$ cat src/rtl/serializer_pkg.sv
// serializer_pkg: shared types and helpers for the PISO serializer.
// Holds the FSM state encoding and the bit-counter width function.
package serializer_pkg;

    typedef enum logic {
        IDLE  = 1'b0,
        SHIFT = 1'b1
    } state_t;

    // Counter must index bits 0..n-1; never narrower than one bit.
    function automatic int cnt_width(input int n);
        return (n <= 2) ? 1 : $clog2(n);
    endfunction

endpackage

$ cat src/rtl/dff_rst_en.sv
// dff_rst_en: 1-bit flop, synchronous active-high reset, load enable.
// Ports: clk, reset, en, d -> q (reset value set by rst_val).
module dff_rst_en #(
    parameter logic rst_val = 1'b0
) (
    input  logic clk,
    input  logic reset,
    input  logic en,
    input  logic d,
    output logic q
);

    always_ff @(posedge clk) begin
        if (reset)
            q <= rst_val;
        else if (en)
            q <= d;
    end

endmodule

$ cat src/rtl/serializer_piso.sv
// serializer_piso: nbits-wide word in (val/rdy), one bit per transfer out,
// LSB first with last marker. Ports: clk, reset, in_val/in_rdy/in_msg,
// out_val/out_rdy/out_msg/out_last.
module serializer_piso
    import serializer_pkg::*;
#(
    parameter int nbits = 8
) (
    input  logic             clk,
    input  logic             reset,
    input  logic             in_val,
    output logic             in_rdy,
    input  logic [nbits-1:0] in_msg,
    output logic             out_val,
    input  logic             out_rdy,
    output logic             out_msg,
    output logic             out_last
);

    localparam int CW = cnt_width(nbits);
    localparam logic [CW-1:0] LAST_IDX = CW'(nbits - 1);

    logic             state_bit;
    state_t           state_q;
    state_t           state_d;
    logic             state_en;
    logic [nbits-1:0] sreg_q;
    logic [nbits-1:0] sreg_d;
    logic             sreg_en;
    logic [CW-1:0]    cnt_q;
    logic [CW-1:0]    cnt_d;
    logic             cnt_en;

    logic is_shift;
    logic at_last;
    logic in_fire;
    logic out_fire;
    logic load;
    logic shift;
    logic done;

    assign state_q  = state_t'(state_bit);
    assign is_shift = (state_q == SHIFT);
    assign at_last  = is_shift & (cnt_q == LAST_IDX);

    // Outputs are forced quiet during reset even though state
    // only clears at the next edge.
    assign out_val  = is_shift & ~reset;
    assign out_msg  = out_val & sreg_q[0];
    assign out_last = out_val & at_last;
    assign in_rdy   = ~reset & (~is_shift | (out_last & out_rdy));

    assign in_fire  = in_val & in_rdy;
    assign out_fire = out_val & out_rdy;

    assign load  = in_fire;
    assign shift = out_fire & ~at_last;
    // Last bit leaves with nothing waiting behind it.
    assign done  = out_fire & at_last & ~in_val;

    always_comb begin
        sreg_d   = load ? in_msg : {1'b0, sreg_q[nbits-1:1]};
        sreg_en  = load | shift;
        cnt_d    = (load | done) ? '0 : cnt_q + 1'b1;
        cnt_en   = load | shift | done;
        state_d  = load ? SHIFT : IDLE;
        state_en = load | done;
    end

    dff_rst_en #(.rst_val(1'b0)) u_state (
        .clk   (clk),
        .reset (reset),
        .en    (state_en),
        .d     (logic'(state_d)),
        .q     (state_bit)
    );

    for (genvar i = 0; i < nbits; i++) begin : g_sreg
        dff_rst_en #(.rst_val(1'b0)) u_bit (
            .clk   (clk),
            .reset (reset),
            .en    (sreg_en),
            .d     (sreg_d[i]),
            .q     (sreg_q[i])
        );
    end

    for (genvar i = 0; i < CW; i++) begin : g_cnt
        dff_rst_en #(.rst_val(1'b0)) u_bit (
            .clk   (clk),
            .reset (reset),
            .en    (cnt_en),
            .d     (cnt_d[i]),
            .q     (cnt_q[i])
        );
    end

endmodule

$ cat config.mk
export PLATFORM = sky130hd
export DESIGN_NAME = serializer_piso
export DESIGN_NICKNAME = d
export VERILOG_FILES = /design/src/rtl/serializer_pkg.sv /design/src/rtl/dff_rst_en.sv /design/src/rtl/serializer_piso.sv
export SDC_FILE = /design/constraint.sdc
export NUM_CORES = 1
export LEC_CHECK = 0
export CAP_MARGIN = 20
export CELL_PAD_IN_SITES_DETAIL_PLACEMENT = 0
export CELL_PAD_IN_SITES_GLOBAL_PLACEMENT = 2
export CORE_MARGIN = 8
export CORE_UTILIZATION = 29
export CTS_BUF_LIST = sky130_fd_sc_hd__clkbuf_4 sky130_fd_sc_hd__clkbuf_8
export CTS_CLUSTER_DIAMETER = 30
export DETAILED_ROUTE_END_ITERATION = 8
export PLACE_DENSITY = 0.89
export SKIP_CTS_REPAIR_TIMING = 1
export SYNTH_ARGS = -nofsm -noshare
export SYNTH_HDL_FRONTEND = slang
export SYNTH_SLANG_ARGS = --single-unit
$ cat constraint.sdc
create_clock -name clk -period 2.1 [get_ports clk]
set_clock_uncertainty 0.2 [all_clocks]
set_input_delay 0.525 -clock clk [delete_from_list [all_inputs] [get_ports clk]]
set_output_delay 0.525 -clock clk [all_outputs]
set_load 0.05 [all_outputs]
## After elaboration in Yosys (flattened, before gate mapping)

Index checks and enable logic that the tools add are counted.

| word-level totals | value |
|---|---|
| flip-flop bits (word level) | 12 |

| cells by class | value |
|---|---|
| $add $sub $neg | 1 |
| equal/unequal tests | 1 |
| mux-type cells | 3 |
| bitwise gates (word level) | 19 |

Operator list:

| operator | number |
|---|---|
| 1-bit AND | 11 |
| 8-bit 2-to-1 mux | 1 |
| 1-bit inverter | 4 |
| 1-bit bitwise OR | 4 |
| 3-bit by 1-bit adder with 3-bit output, second input constant | 1 |
| 3-bit equality test, second input constant | 1 |
| 3-bit 2-to-1 mux | 1 |
| 1-bit 2-to-1 mux | 1 |

## Logic depth before layout (Yosys ltp)

| logic depth | value |
|---|---|
| depth in word-level cells | 9 |
| gate-level depth with buffers | 6 |

## Modules after synthesis

From an unflattened synthesis, not the netlist that was laid out.

| second synthesis, totals | value |
|---|---|
| cell total of the unflattened synthesis | 64 |
| area total of the unflattened synthesis | 638.1 sq um |

By module, submodules not included:

| module | instances | cells an instance | area each (sq um) | seq. area each (sq um) |
|---|---|---|---|---|
| dff_rst_en | 12 | 3 | 33.8 | 20.0 |
| serializer_piso | 1 | 28 | 232.7 | 0.0 |

## Worst setup path after synthesis

OpenSTA, ideal clock, no wires.

| path | value |
|---|---|
| kind | input to output |
| start point | in reset |
| end point | out out_last |
| data arrival time | 1.801 ns |
| required time | 1.375 ns |
| setup slack | -0.426 ns |
| cell stages on the path | 2 |
| buffers on the path | 0 |
| cell sequence | nor2b_1 -> and2_1 |

| on the way | value |
|---|---|
| longest elaborated chain between the ends | 3 |

RTL lines:

| element | RTL line | text |
|---|---|---|
| start: declaration | serializer_piso.sv:10 | `input logic reset,` |
| 1-bit inverter | serializer_piso.sv:48 | `assign out_val = is_shift & ~reset;` |
| 1-bit AND | serializer_piso.sv:48 |  |
| 1-bit AND | serializer_piso.sv:50 | `assign out_last = out_val & at_last;` |
| end: declaration | serializer_piso.sv:17 | `output logic out_last` |

Every way passes these cells.

## Worst setup path in the final report

| path | value |
|---|---|
| start point | reg g_cnt[0].u_bit.q |
| end point | out in_rdy |

| on the way | value |
|---|---|
| longest elaborated chain between the ends | 6 |

RTL lines:

| element | RTL line | text |
|---|---|---|
| start: declaration | dff_rst_en.sv:10 | `output logic q` |
| start signal: assignment | dff_rst_en.sv:15 | `q <= rst_val;` |
| 3-bit equality test | serializer_piso.sv:44 | `assign at_last = is_shift & (cnt_q == LAST_IDX);` |
| 1-bit AND | serializer_piso.sv:44 |  |
| 1-bit AND | serializer_piso.sv:50 |  |
| 1-bit AND | serializer_piso.sv:51 | `assign in_rdy = ~reset & (~is_shift \| (out_last & out_rdy));` |
| 1-bit bitwise OR | serializer_piso.sv:51 |  |
| 1-bit AND | serializer_piso.sv:51 |  |
| end: declaration | serializer_piso.sv:12 | `output logic in_rdy,` |

Every way passes these cells.

==> impl_metrics.csv <==
group,metric,value,unit
timing,hold_slack,293,ps
final_layout,multiInputGateArea,429,sq um
place,pre_cts_ws,-165,ps
final_layout,num_antenna_cells,0,
worst_setup_path,crit_top_cell,"ha_4",
drt,drc,0,
clocking,root_buffer,"clkbuf_4",
drt,wl_per_cell,12.8,microns
worst_setup_path,critPathKind,"register to output port",
final_layout,area_growth,55.2,%
logic_synthesis,synthMuxAreaShare,0,%
global_routing,grt-ovfl-total,0,
worst_setup_path,crit_buf_inv,1,
logic_synthesis,synth_top_area_cell,"dfxtp_1",
logic_synthesis,ys_seq_area_share,36.3,%
global_routing,grt_pass1_vias,637,
final_layout,nFillCells,221,
floorplanning,die_y,63.8,microns
logic_synthesis,synth_area,662,sq um
global_routing,antenna_found_initial,0,
clocking,cts_buffer_depth,2,
pwr,clock_power_share,33.8,%
floorplanning,ioPinCount,16,
timing,slew_violations,0,
pwr,p_switching,143,uW
worst_hold_path,min_path_type,"register to register",
worst_setup_path,cp_top_family,"flip-flops",
run_status,status,"complete, no violations",
logic_synthesis,yosysWarnings,0,
global_routing,grt_pass1_wl,2720,microns
logic_synthesis,synth_top_family_by_area,"simple AND/OR/NAND/NOR gates",
final_layout,drive_gt1_share,36.7,%
pwr,switching_share,25.9,%
logic_synthesis,ys_ff_latch,12,
worst_setup_path,worstSetupStartpointType,"register",
place,dp.cells,121,
clocking,cts.htree.levels,1,
logic_synthesis,synthAdderAreaFrac,3.78,%
global_routing,grt_max_degree,11,
clocking,cts_tree,"done",
clocking,cts_buffers,3,
timing,max_freq,0.485,GHz
logic_synthesis,yosysTopAreaCellShare,36.3,%
final_layout,final_common_cell,"nand2_1",
timing,timing.final.ws_setup,36.0,ps
worst_setup_path,cp.arrival,1340,ps
logic_synthesis,synth_compound_area_share,22.1,%
worst_setup_path,cpPeakStageDelay,350,ps
floorplanning,core-area,0.00219,sq mm
worst_setup_path,required,1370,ps
final_layout,finalNonFillerCells,126,
pwr,p_leak,0.385,nW
pwr,combPwrFrac,21.5,%
pwr,cellInternalPower,409,uW
timing,worst-slew-pin-transition,379,ps
place,port_buffers,15,
pwr,powerDensity,537,mW/mm^2
floorplanning,num_rows,17,
logic_synthesis,synthSimpleGateAreaFrac,30.2,%
final_layout,layout_common_cells,"18 x nand2_1, 12 x buf_4, 11 x dfxtp_1",
timing,max_slew_margin,74.8,%
clocking,clk_latency,270,ps
place,place.gp.congestion,0.756,
logic_synthesis,synth_cell_types,23,
pwr,vdd_ir_drop_max,0.000290,V
drt,vias_per_cell,4.72,
logic_synthesis,synth_area_leaders,"dfxtp_1 36%, a311oi_2 16%, nand2_1 10%, nor3_1 5.3%, ha_1 3.8%",
final_layout,fin_nets,113,
worst_setup_path,crit_slowest_cell,"dfxtp_2",
timing,layout_min_cycle_time,2060,ps
timing,period_share,98.3,%
worst_setup_path,cp-end-kind,"output port",
pwr,power,552,uW
timing,hold_viol,0,
logic_synthesis,avgSynthCellArea,9.07,sq um
floorplanning,die_area,0.00407,sq mm
timing,finalSetupViolCount,0,
worst_setup_path,crit_chain,"ha_4, ha_4, a21boi_4, nor2_4, buf_12",
drt,final_antenna_net_count,0,
worst_setup_path,cp_max_fo,3,
logic_synthesis,synth_xor_area_share,1.32,%
drt,first_pass_iters,6,
floorplanning,die_width,63.8,microns
logic_synthesis,syn_nets,87,
drt,vias,595,
logic_synthesis,syn_inst,73,
flow_run,drv_cap,0,
drt,wirelength,1620,microns
pwr,seqPwrFrac,44.7,%
final_layout,seq_area,241,sq um
floorplanning,initial_utilization,30.2,%
clocking,numClockSinks,12,
global_routing,grtUsageTotal,8.12,%
drt,drt_first_iter_violations,9,
place,dp_hpwl,1250,microns
clocking,clkTransAtPathRegs,80,ps
## power groups by stage
stage	Clock (mW)	Sequential [mW]	Combinational, mW
2_1_floorplan	0	0.250	0.0623
6_report	0.187	0.247	0.119
4_1_cts	0.190	0.246	0.117
3_3_place_gp	0	0.251	0.116
3_5_place_dp	0	0.251	0.117
5_1_grt	0.201	0.249	0.127
## stage by stage
stage	utilization, %	TNS, ps	instance area [sq um]
floorplan	-	0	673
global placement	42.9	-1310	940
detailed placement	42.9	-1650	940
CTS	44.5	-422	976
global route	46.9	-7.14	1030
finish	46.9	0	1030
## area by class of cell
class,instances,area share [%]
flip-flops and latches,12,23.5
clock buffers,4,3.53
multi-input cells,55,41.8
repair buffers,27,27.8
well taps,28,3.41
## synth_stat cells
| cell | instances |
|---|---|
| nand3b_1 | 1 |
| and4bb_2 | 1 |
| a21boi_2 | 1 |
| or2_1 | 1 |
| nand2_1 | 18 |
| buf_2 | 1 |
| nand4bb_1 | 1 |
| ha_1 | 2 |
| o21bai_1 | 1 |
| a21oi_1 | 3 |
| clkbuf_2 | 2 |
| or3b_1 | 1 |
| buf_1 | 1 |
| o211ai_1 | 1 |
| a311oi_2 | 7 |
| dfxtp_1 | 12 |
| and2_1 | 2 |
| xor2_1 | 1 |
| nor2b_1 | 1 |
| nor3_1 | 7 |
| buf_6 | 2 |
| nand2b_4 | 1 |
| nor2_1 | 5 |
## sequential cells by signal, indices dropped and copies added, names as in the netlist
register	flops
g_sreg.u_bit.q	8
u_state.q	1
g_cnt.u_bit.q	3
## worst register-to-register path, delay by kind of cell, from the launching register on
kind,cells,cell delay (ps)
simple gates,2,500
flops,1,350
fa+ha+maj,2,320
compound gates,1,270
buf+inv,1,130
## kinds of logic (layout without fill, tap and decap cells)
| kind of cell | count (synthesis) | after routing |
|---|---|---|
| AND/OR/NAND/NOR | 39 | 39 |
| AO/OA/AOI/OAI | 13 | 13 |
| flip-flops | 12 | 12 |
| buffers and inverters | 6 | 31 |
| adder cells (fa/ha/maj) | 2 | 2 |
| XOR/XNOR | 1 | 1 |
## layer usage
metal,track usage [%],part of all wire (%),vias to the layer above
li1,-,-,306
met1,8.97,47,268
met2,13.9,46,19
met3,3.31,6.3,2
met4,2.51,0.74,0
met5,0,0,-
## worst paths after layout
path	startpoint	endpoint	slack, ps	cells after the start
worst max register to register	g_cnt[0].u_bit.q$_SDFFE_PP0P_	g_sreg[3].u_bit.q$_SDFFE_PP0P_	240	6
worst max-delay path	g_cnt[0].u_bit.q$_SDFFE_PP0P_	in_rdy	40	5
worst min-delay path	g_cnt[1].u_bit.q$_SDFFE_PP0P_	g_cnt[1].u_bit.q$_SDFFE_PP0P_	290	2
worst min register to register	g_cnt[1].u_bit.q$_SDFFE_PP0P_	g_cnt[1].u_bit.q$_SDFFE_PP0P_	290	2
(Power assumes the default switching activity.)
